<file path="config.mk">
export PLATFORM = sky130hd
export DESIGN_NAME = wb_port_arbiter
export DESIGN_NICKNAME = d
export VERILOG_FILES = /design/src/rtl/wb_arb_pkg.sv /design/src/rtl/rr_arb2.sv /design/src/rtl/wb_port_arbiter.sv
export SDC_FILE = /design/constraint.sdc
export NUM_CORES = 1
export LEC_CHECK = 0
export ABC_AREA = 1
export CORE_ASPECT_RATIO = 0.8
export CORE_MARGIN = 5
export CORE_UTILIZATION = 55
export DETAILED_ROUTE_END_ITERATION = 12
export DONT_BUFFER_PORTS = 1
export GPL_ROUTABILITY_DRIVEN = 0
export PLACE_DENSITY = 0.7
export SETUP_SLACK_MARGIN = 0.05
export SLEW_MARGIN = 10
export SYNTH_ARGS = -nofsm -noshare
export SYNTH_HDL_FRONTEND = slang
export SYNTH_SLANG_ARGS = --single-unit
</file>
<file path="constraint.sdc">
create_clock -name clk -period 5.5 [get_ports clk]
set_input_delay 1.65 -clock clk [delete_from_list [all_inputs] [get_ports clk]]
set_output_delay 1.65 -clock clk [all_outputs]
set_load 0.005 [all_outputs]
</file>
<file path="src/rtl/wb_arb_pkg.sv">
// wb_arb_pkg: shared types and constants for the writeback port arbiter.
package wb_arb_pkg;

  localparam int NREQ      = 2;
  localparam int WB_ADDR_W = 5;
  localparam int WB_DATA_W = 64;

  // Hard-wired zero register; writes to it may be filtered at the port.
  localparam logic [WB_ADDR_W-1:0] XZR_ADDR = 5'd31;

  typedef struct packed {
    logic [WB_ADDR_W-1:0] addr;
    logic [WB_DATA_W-1:0] data;
  } wb_req_t;

  // Arbitration state is decoded combinationally each cycle; nothing is stored.
  typedef enum logic [1:0] {
    IDLE    = 2'd0,
    GRANT0  = 2'd1,
    GRANT1  = 2'd2,
    STALLED = 2'd3
  } arb_state_t;

endpackage

</file>
<file path="src/rtl/rr_arb2.sv">
// rr_arb2: combinational 2-way round-robin grant. On a tie the requester
// that was not granted last wins; stall suppresses all grants.
module rr_arb2
  import wb_arb_pkg::*;
(
  input  logic [NREQ-1:0] valid,
  input  logic            last_grant,
  input  logic            stall,
  output logic [NREQ-1:0] grant,
  output arb_state_t      state
);

  // Decode arbitration state, then derive the one-hot grant from it.
  always_comb begin
    state = IDLE;
    grant = '0;
    if (stall) begin
      state = STALLED;
    end else begin
      case (valid)
        2'b01:   state = GRANT0;
        2'b10:   state = GRANT1;
        2'b11:   state = last_grant ? GRANT0 : GRANT1;
        default: state = IDLE;
      endcase
    end
    case (state)
      GRANT0:  grant = 2'b01;
      GRANT1:  grant = 2'b10;
      default: grant = 2'b00;
    endcase
  end

endmodule

</file>
<file path="src/rtl/wb_port_arbiter.sv">
// wb_port_arbiter: shares the register file write port between the ALU
// (req0) and load (req1) writeback paths. Grant is combinational; the
// write port is registered one cycle after the grant.
// Optional macro WB_PORT_ARBITER_XZR_FILTER_EN: suppress rf_we for writes
// to X31 while still completing the handshake.
module wb_port_arbiter
  import wb_arb_pkg::*;
#(
  parameter int DATA_W = 64,
  parameter int ADDR_W = 5
) (
  input  logic              clk,
  input  logic              reset,
  input  logic              req0_valid,
  input  logic [ADDR_W-1:0] req0_addr,
  input  logic [DATA_W-1:0] req0_data,
  output logic              req0_ready,
  input  logic              req1_valid,
  input  logic [ADDR_W-1:0] req1_addr,
  input  logic [DATA_W-1:0] req1_data,
  output logic              req1_ready,
  input  logic              stall,
  output logic              rf_we,
  output logic [ADDR_W-1:0] rf_wa,
  output logic [DATA_W-1:0] rf_wd,
  output logic              last_grant
);

  logic [NREQ-1:0] grant;
  arb_state_t      state;
  logic            xfer;
  logic            gidx;
  logic [ADDR_W-1:0] sel_addr;
  logic [DATA_W-1:0] sel_data;

  rr_arb2 u_arb (
    .valid      ({req1_valid, req0_valid}),
    .last_grant (last_grant),
    .stall      (stall),
    .grant      (grant),
    .state      (state)
  );

  // Readies are held low during reset so no request is consumed then.
  assign req0_ready = grant[0] & reset;
  assign req1_ready = grant[1] & reset;

  // Select the granted request; transfer only outside reset.
  always_comb begin
    gidx     = (state == GRANT1);
    xfer     = reset & ((state == GRANT0) | (state == GRANT1));
    sel_addr = gidx ? req1_addr : req0_addr;
    sel_data = gidx ? req1_data : req0_data;
  end

  // Write port registers and fairness pointer; hold everything but we when idle.
  always_ff @(posedge clk) begin
    if (!reset) begin
      rf_we      <= 1'b0;
      rf_wa      <= '0;
      rf_wd      <= '0;
      last_grant <= 1'b1;
    end else if (xfer) begin
      last_grant <= gidx;
      rf_wa      <= sel_addr;
      rf_wd      <= sel_data;
`ifdef WB_PORT_ARBITER_XZR_FILTER_EN
      rf_we      <= (sel_addr != ADDR_W'(XZR_ADDR));
`else
      rf_we      <= 1'b1;
`endif
    end else begin
      rf_we <= 1'b0;
    end
  end

endmodule
</file>
# Word level (Yosys, flattened, before mapping)
# Cells that the tools add are included.
[op_classes] addsub=0 multipliers=0 n_div=0 n_lt_le_gt_ge=0 eq_ne=5 shift=0 mux=7 n_bitwise=4 n_reduce_logical=0
[op_table] cell="64-bit 2-to-1 mux" n=1
[op_table] cell="2-bit equality test, second input constant" n=3
[op_table] cell="2-bit case mux with 3 select lines" n=1
[op_table] cell="5-bit 2-to-1 mux" n=1
[op_table] cell="2-bit by 1-bit equality test with 1-bit output, second input constant" n=2
[op_table] cell="2-bit 2-to-1 mux" n=2
[op_table] cell="2-bit case mux with 2 select lines" n=1
[op_table] cell="1-bit AND" n=3
[op_table] cell="1-bit 2-to-1 mux" n=1
[op_table] cell="1-bit OR" n=1
[totals] ff_bits=71 latch_bits=0 ram_bits=0 romBits=0 inputBits=143 output_inout_bits=73 mem_count=0

# Depth between registers and ports, before layout
# Gate-level depths: netlist of the first run.
[logic_depth] word_depth=7 depth_mapped=13 mapped_depth_nobuf=11

# Cells and area by module
# Synthesis of the first run repeated with hierarchy kept, for this count alone.
[unflattened] hier_cells=542 area_unflattened_um2=3398.3
[modules_own_cells] module="wb_port_arbiter" instances=1 cells_each=533 area_per_inst_um2=3353.2
[modules_own_cells] module="rr_arb2" instances=1 cells_each=9 area_per_inst_um2=45.0

# Worst setup path before layout of the first run
# No wires, ideal clock.
[synth_path] path_kind="input to output" from="in req0_valid" to="out req1_ready" arrival_time_ps=2183 required_time_ps=3850 setup_slack_ps=1667 cell_stages=6 n_path_buf=0 cell_sequence="nand2_1 a21oi_1 inv_1 ha_1 nand2_1 inv_1"
[synth_between] elab_chain_cells=6
[synth_rtl] element="start: declaration" line="wb_port_arbiter.sv:14" source="input logic req0_valid,"
[synth_rtl] element="2-bit equality test or 2-bit by 1-bit equality test with 1-bit output (tied branches)" line="rr_arb2.sv:20" source="case (valid)"
[synth_rtl] element="2-bit case mux with 3 select lines *" line="rr_arb2.sv:20"
[synth_rtl] element="2-bit 2-to-1 mux *" line="rr_arb2.sv:17" source="if (stall) begin"
[synth_rtl] element="2-bit equality test or 2-bit by 1-bit equality test with 1-bit output (tied branches)" line="rr_arb2.sv:27" source="case (state)"
[synth_rtl] element="2-bit case mux with 2 select lines *" line="rr_arb2.sv:27"
[synth_rtl] element="1-bit AND *" line="wb_port_arbiter.sv:46" source="assign req1_ready = grant[1] & reset;"
[synth_rtl] element="end: declaration" line="wb_port_arbiter.sv:21" source="output logic req1_ready,"
# Every way passes the cells marked *; elsewhere a longest branch is shown, timed or not.

# Final worst setup path of the first run
# Ends and elaborated chain as after synthesis.

==> results of run 1 <==
[state kept, by name, summed over array words and instances, names as in the netlist]
register,cells
last_grant,1
rf_wd,64
rf_we,1
rf_wa,5
[synthesized netlist by cell type]
master | number | area share, %
a21oi_1 | 71 | 10
buf_2 | 6 | 0.88
ha_1 | 3 | 1.1
nor2_1 | 2 | 0.22
clkbuf_1 | 12 | 1.3
nor2_4 | 1 | 0.33
nand2_1 | 349 | 39
clkinv_2 | 1 | 0.15
dfxtp_1 | 71 | 42
inv_1 | 5 | 0.55
buf_4 | 15 | 3.3
buf_6 | 2 | 0.66
buf_1 | 2 | 0.22
o21ai_0 | 1 | 0.15
inv_2 | 1 | 0.11
[power by group through the flow]
stage | logic (mW) | clock network [mW] | registers (mW)
6_report | 0.164 | 0.347 | 0.575
5_1_grt | 0.194 | 0.381 | 0.579
4_1_cts | 0.167 | 0.359 | 0.576
3_5_place_dp | 0.166 | 0 | 0.588
3_3_place_gp | 0.163 | 0 | 0.587
2_1_floorplan | 0.152 | 0 | 0.577
[worst max-delay path, stage by stage]
cell	delay [ns]
nand2_1	0.05
a21oi_1	0.18
inv_1	0.09
ha_2	0.17
nand2_1	0.05
inv_1	0.05
[through the flow]
| stage | total power, mW | utilization, % | hold slack, ns |
|---|---|---|---|
| after floorplan | 0.728 | - | 0.453 |
| after global placement | 0.750 | 55.7 | 0.467 |
| after detailed placement | 0.754 | 55.7 | 0.471 |
| after CTS | 1.10 | 58.5 | 0.481 |
| after global routing | 1.15 | 58.5 | 0.495 |
| final | 1.09 | 58.5 | 0.475 |
[layer usage]
| metal | up-vias | global-route usage [%] | wire length, um |
|---|---|---|---|
| li1 | 1619 | - | - |
| met1 | 1311 | 23.3 | 3340 |
| met2 | 138 | 35.4 | 4140 |
| met3 | 17 | 9.64 | 905 |
| met4 | 0 | 7.47 | 212 |
| met5 | - | 0 | 0 |
[cell usage in the layout (no fill, tap or decap)]
master	instances
buf_4	4
inv_1	5
a21oi_1	71
nand2_1	349
nor2_4	1
clkinvlp_4	1
clkbuf_1	1
clkbuf_8	10
inv_2	1
clkinv_2	4
ha_1	1
ha_2	2
dfxtp_1	71
nor2_1	2
o21ai_0	1
[how the worst max path moves through the flow]
stage,start,cells past startpoint,end
finish,req0_valid,6,req1_ready
global route,req0_valid,6,req1_ready
CTS,req0_valid,6,req1_ready
detailed placement,req0_valid,6,req1_ready
global placement,req0_valid,6,req1_ready
floorplan,req0_valid,6,req1_ready
[final cells by class]
type                       count  share of cell area (%)
clock inverter                 4                   0.648
multi-input combinational    427                    49.8
clock buffer                  11                    4.07
inverter                       7                   0.792
sequential                    71                    40.9
timing repair buffer           4                   0.864
tap                           81                    2.92
[kinds of logic after synthesis]
logic type,after synthesis
compound gates,72
fa+ha+maj,3
buf+inv,44
simple gates,352
flops,71
==> run metrics, run 1 <==
FMAX 256 MHz; vias per std cell 5.10; Hold Vio Cnt, Final 0; largest family of logic cells by synthesized area simple AND/OR/NAND/NOR gates; Net Switching 319 uW; Layout Nets 666; total clock buffers created by CTS 9; first-pass GRT wire length 13,200 um; vias in the first global route 2,696; total leakage power about 1.6 nW; worst skew pair latency roughly 0.34 ns; Post-DRT Antenna Nets 0; reg-to-reg endpoint rf_wd[19]; largest net degree at the start of global routing just over 70; GR Util All Layers 20.9%; Avg Inst Size Synth 6.26 sq um; FF-to-FF Start last_grant; Simple-Gate Fraction of Synth Area 39.2%; number of library cell types mapped by synthesis 15; layout cells sized above 1 4.39%; Clock Power Share between 30% and 40%; post-place setup slack ~1.6 ns; Min-Delay Endpoint rf_wd[38]; R2R Setup Slk between 3 and 4 ns; ANT cells 0; detailed-route wire length 8600 um; Post-CTS Setup Bufs 0; CTS tree done; Cells after DPL 590; DP Wirelength 6190 um; Post-Synth XOR/XNOR Area 0%; Seq pwr share 52.9%; DR iter-0 viols 120; Final Max Tran Viols 0; post-synthesis mux area share 0%; cell depth of the worst hold path 2; r2r worst-path depth 8; HP Start rf_wd[38]; Fill cells 585; grt ovf 0; Core Rows 25; fin crit period 3.90 ns; CP arrival 2.25 ns; slew margin rel. 44.0%; Cell Area, Synth 3390 sq um; placed inst area ~3300 sq um; Root Driver clkbuf_8; max-cap violation count 0; maximum fanout along the worst path 2; routed len/inst approximately 14 um; Tightest Hold Check Type reg -> reg; Pint ~770 uW; status complete, no violations; area of the multi-input gates 1730 sq um; syn_nets 688; synth warn 0; DRC violations left 0; final setup violation count 0; CP Class in -> out; Final Cycle Share approximately 70%; Adder-Cell Fraction of Synth Area about 1.1%; IO Port Bufs 0; post-synthesis register bit count 71; die area 7850 sq um; maximum clock path buffer count 2; post-route cell area 3480 sq um; Worst-path clk slew 0.07 ns; core area around 6000 sq um; initial antenna violation count 0; H-tree levels 3; Worst-Margin Slew 0.839 ns; drt pass-1 iters 4; Gate power share between 15 and 20%; Reg area about 1400 sq um; # resized after CTS 0; Max VDD drop 0.197 mV; non-filler instance count after layout between 600 and 700; Mapped Cells 542; hold bufs inserted after CTS 0; chip width 97.8 um; post-synthesis compound-gate area fraction 10.6%; post-synthesis sequential area ratio 41.9%; switching part of the total 29.3%; RSZ-0062 raised after global routing no; via count 3,085; # IOs 216; TNS Setup 0 ns; Clock Sinks 71; Die Y 80.3 um; crit path launch type input pin; crit end category primary output; Starting Density between 50 and 60%; Worst Path Required 3.85 ns; clk_skew a little under 0.009 ns; pwr dens 313 nW/um^2; Syn-to-layout area delta 2.43%; final worst slack 1.60 ns
No activity file was read; power rests on OpenSTA's default activity.
==> inputs of run 2 (changes only) <==
ABC_AREA = 0   (was 1)
PLACE_DENSITY = 0.73   (was 0.7)
clock period = 3.5 ns   (was 5.5 ns; I/O delays follow)
==> run metrics, run 2 <==
initial antenna violation count 0 (unchanged); CP max stage cell a21oi_1 (unchanged); R2R Setup Slk 1.18 ns (was 3.11 ns); Post-DRT Antenna Nets 0 (unchanged); max reg flops 64 (unchanged); core area 6930 sq um (was 5940 sq um); via count 2,399 (was 3,085); post-synthesis compound-gate area fraction 18.2% (was 10.6%); Simple-Gate Fraction of Synth Area 11.9% (was 39.2%); Avg Inst Size Synth 12.2 sq um (was 6.26 sq um); grt ovf 0 (unchanged); routed len/inst 21.4 um (was 14.2 um); Top Registers rf_wd x64, rf_wa x5 (unchanged); Max VDD drop 0.253 mV (was 0.197 mV); CTS tree done (unchanged); Final Max Tran Viols 0 (unchanged); number of library cell types mapped by synthesis 17 (was 15); maximum fanout along the worst path 3 (was 2); share of the synthesized area in the top cell type 36.1% (was 41.9%); top cells by area, synth dfxtp_1 36%, mux2_4 26%, o211a_1 18% (was dfxtp_1 42%, nand2_1 39%, a21oi_1 10%); crit-path cells nand2b_1, a21oi_1, ha_4, and2_1 (was nand2_1, a21oi_1, inv_1, ha_2, nand2_1, inv_1); H-tree levels 3 (unchanged); first-pass GRT wire length 13,000 um (was 13,200 um); Worst-Margin Slew 0.583 ns (was 0.839 ns); pwr dens 512 nW/um^2 (was 313 nW/um^2); Post-CTS Setup Bufs 0 (unchanged); TNS Setup 0 ns (unchanged); hold bufs inserted after CTS 0 (unchanged); Yosys top cell by area dfxtp_1 (unchanged); post-synthesis mux area share 26.6% (was 0%); area of the multi-input gates 2290 sq um (was 1730 sq um); slew margin rel. 61.2% (was 44.0%); vias in the first global route 2,421 (was 2,696); final worst slack 0.626 ns (was 1.60 ns); Starting Density 56.8% (was 57.1%); Async SR Flop Fraction 0% (unchanged); Adder-Cell Fraction of Synth Area 0.954% (was 1.11%); Syn-to-layout area delta 3.97% (was 2.43%); ANT cells 0 (unchanged); Hold Vio Cnt, Final 0 (unchanged); Hold Slack 0.588 ns (was 0.475 ns); Cell Area, Synth 3940 sq um (was 3390 sq um); DP Wirelength 6200 um (was 6190 um); largest net degree at the start of global routing 74 (was 72); Clock Sinks 71 (unchanged); detailed-route wire length 8560 um (was 8600 um); non-filler instance count after layout 400 (was 605); Main synth FF type dfxtp_1 (unchanged); max-cap violation count 0 (unchanged); crit end category primary output (unchanged); die area 8960 sq um (was 7850 sq um); Mapped Cells 323 (was 542); maximum clock path buffer count 2 (unchanged); largest family of logic cells by synthesized area multiplexers (was simple AND/OR/NAND/NOR gates); final setup violation count 0 (unchanged); fin util 59.1% (was 58.5%); # IOs 216 (unchanged); synth warn 0 (unchanged); GR Util All Layers 18.0% (was 20.9%); Design Power 2.10 mW (was 1.09 mW); vias per std cell 6.00 (was 5.10); Layout Nets 454 (was 666); worst path bufs/invs 0 (was 2); crit path launch type input pin (unchanged); post-place setup slack 0.561 ns (was 1.60 ns); FMAX approximately 350 MHz; CP Class in -> out (unchanged); IO Port Bufs 0 (unchanged); Tightest Hold Check Type reg -> reg (unchanged); post-route cell area 4090 sq um (was 3480 sq um); DR iter-0 viols 125 (was 120); Worst Path Required 2.45 ns (was 3.85 ns); # resized after CTS 0 (unchanged); post-synthesis register bit count 71 (unchanged); Cells after DPL 384 (was 590); placed inst area 3880 sq um (was 3310 sq um); status complete, no violations (unchanged); CP max stage delay 0.40 ns (was 0.18 ns); total clock buffers created by CTS 9 (unchanged); Reg area 1420 sq um (unchanged); total leakage power 2.22 nW (was 1.55 nW); clk_skew 0.00994 ns (was 0.00875 ns); number of flops mapped to enable cells by yosys 0 (unchanged); most common cell after layout, fill and taps aside dfxtp_1 (was nand2_1); syn_nets 469 (was 688); chip width 105 um (was 97.8 um); Die Y 85.7 um (was 80.3 um); Post-Synth XOR/XNOR Area 0% (unchanged); DRC violations left 0 (unchanged); commonest cells after routing, fill and taps aside 71 x dfxtp_1, 69 x mux2_4, 69 x o211a_1 (was 349 x nand2_1, 71 x a21oi_1, 71 x dfxtp_1); most frequent cell after synthesis dfxtp_1 (was nand2_1); post-synthesis sequential area ratio 36.1% (was 41.9%); worst skew pair latency 0.34 ns (about the same); Core Rows 27 (was 25); crit-path leading delay family compound AO/OA/AOI/OAI gates (unchanged); Worst-path clk slew 0.07 ns (about the same); fin crit period approximately 2.9 ns; Final Cycle Share 82.1%; Fill cells 569 (was 585); drt pass-1 iters 4 (unchanged); layout cells sized above 1 29.1% (was 4.39%); CP arrival 1.82 ns (was 2.25 ns); Root Driver clkbuf_8 (unchanged); Reg with most FFs rf_wd (unchanged); Post-synth top cells 71 x dfxtp_1, 69 x mux2_4, 69 x o211a_1, 68 x nand2b_1, 18 x clkbuf_1 (was 349 x nand2_1, 71 x a21oi_1, 71 x dfxtp_1, 15 x buf_4, 12 x clkbuf_1); RSZ-0062 raised after global routing no (unchanged)
-- run 2: final timing paths --
kind	endpoint	from	cells past startpoint
hold reg to reg	last_grant	last_grant	2
setup / recovery	req1_ready	req1_valid	4
hold / removal	last_grant	last_grant	2
setup reg to reg	rf_wd[23]	last_grant	6
-- run 2: layout make-up --
type	instances	area share [%]
Clock buffer	12	3.79
Tap cell	87	2.66
Clock inverter	4	1.31
Multi-Input combinational cell	221	56.0
Sequential cell	71	34.7
Timing Repair Buffer	5	1.53
-- run 2: kinds of logic after synthesis --
| family | count (synthesis) |
|---|---|
| and+or+nand+nor | 75 |
| buffers and inverters | 31 |
| DFF | 71 |
| muxes | 70 |
| AOI/OAI and AO/OA | 73 |
| adders and majority gates | 3 |
-- run 2: power by group --
group	internal (mW)	switching (mW)
sequential	0.915	0.0815
combinational	0.259	0.177
clock	0.370	0.293
total	1.54	0.551
-- run 2: per-layer routing --
layer | global-route usage [%] | part of all wire [%]
met4 | 3.48 | 0.60
met5 | 0 | 0
met2 | 30.0 | 50
met3 | 10.6 | 11
met1 | 20.3 | 38
-- run 2: tightest hold or removal path, cell delays in order (launching register included) --
cell and delay (ns):
dfxtp_1 0.40, mux2i_1 0.10, nand2_1 0.06
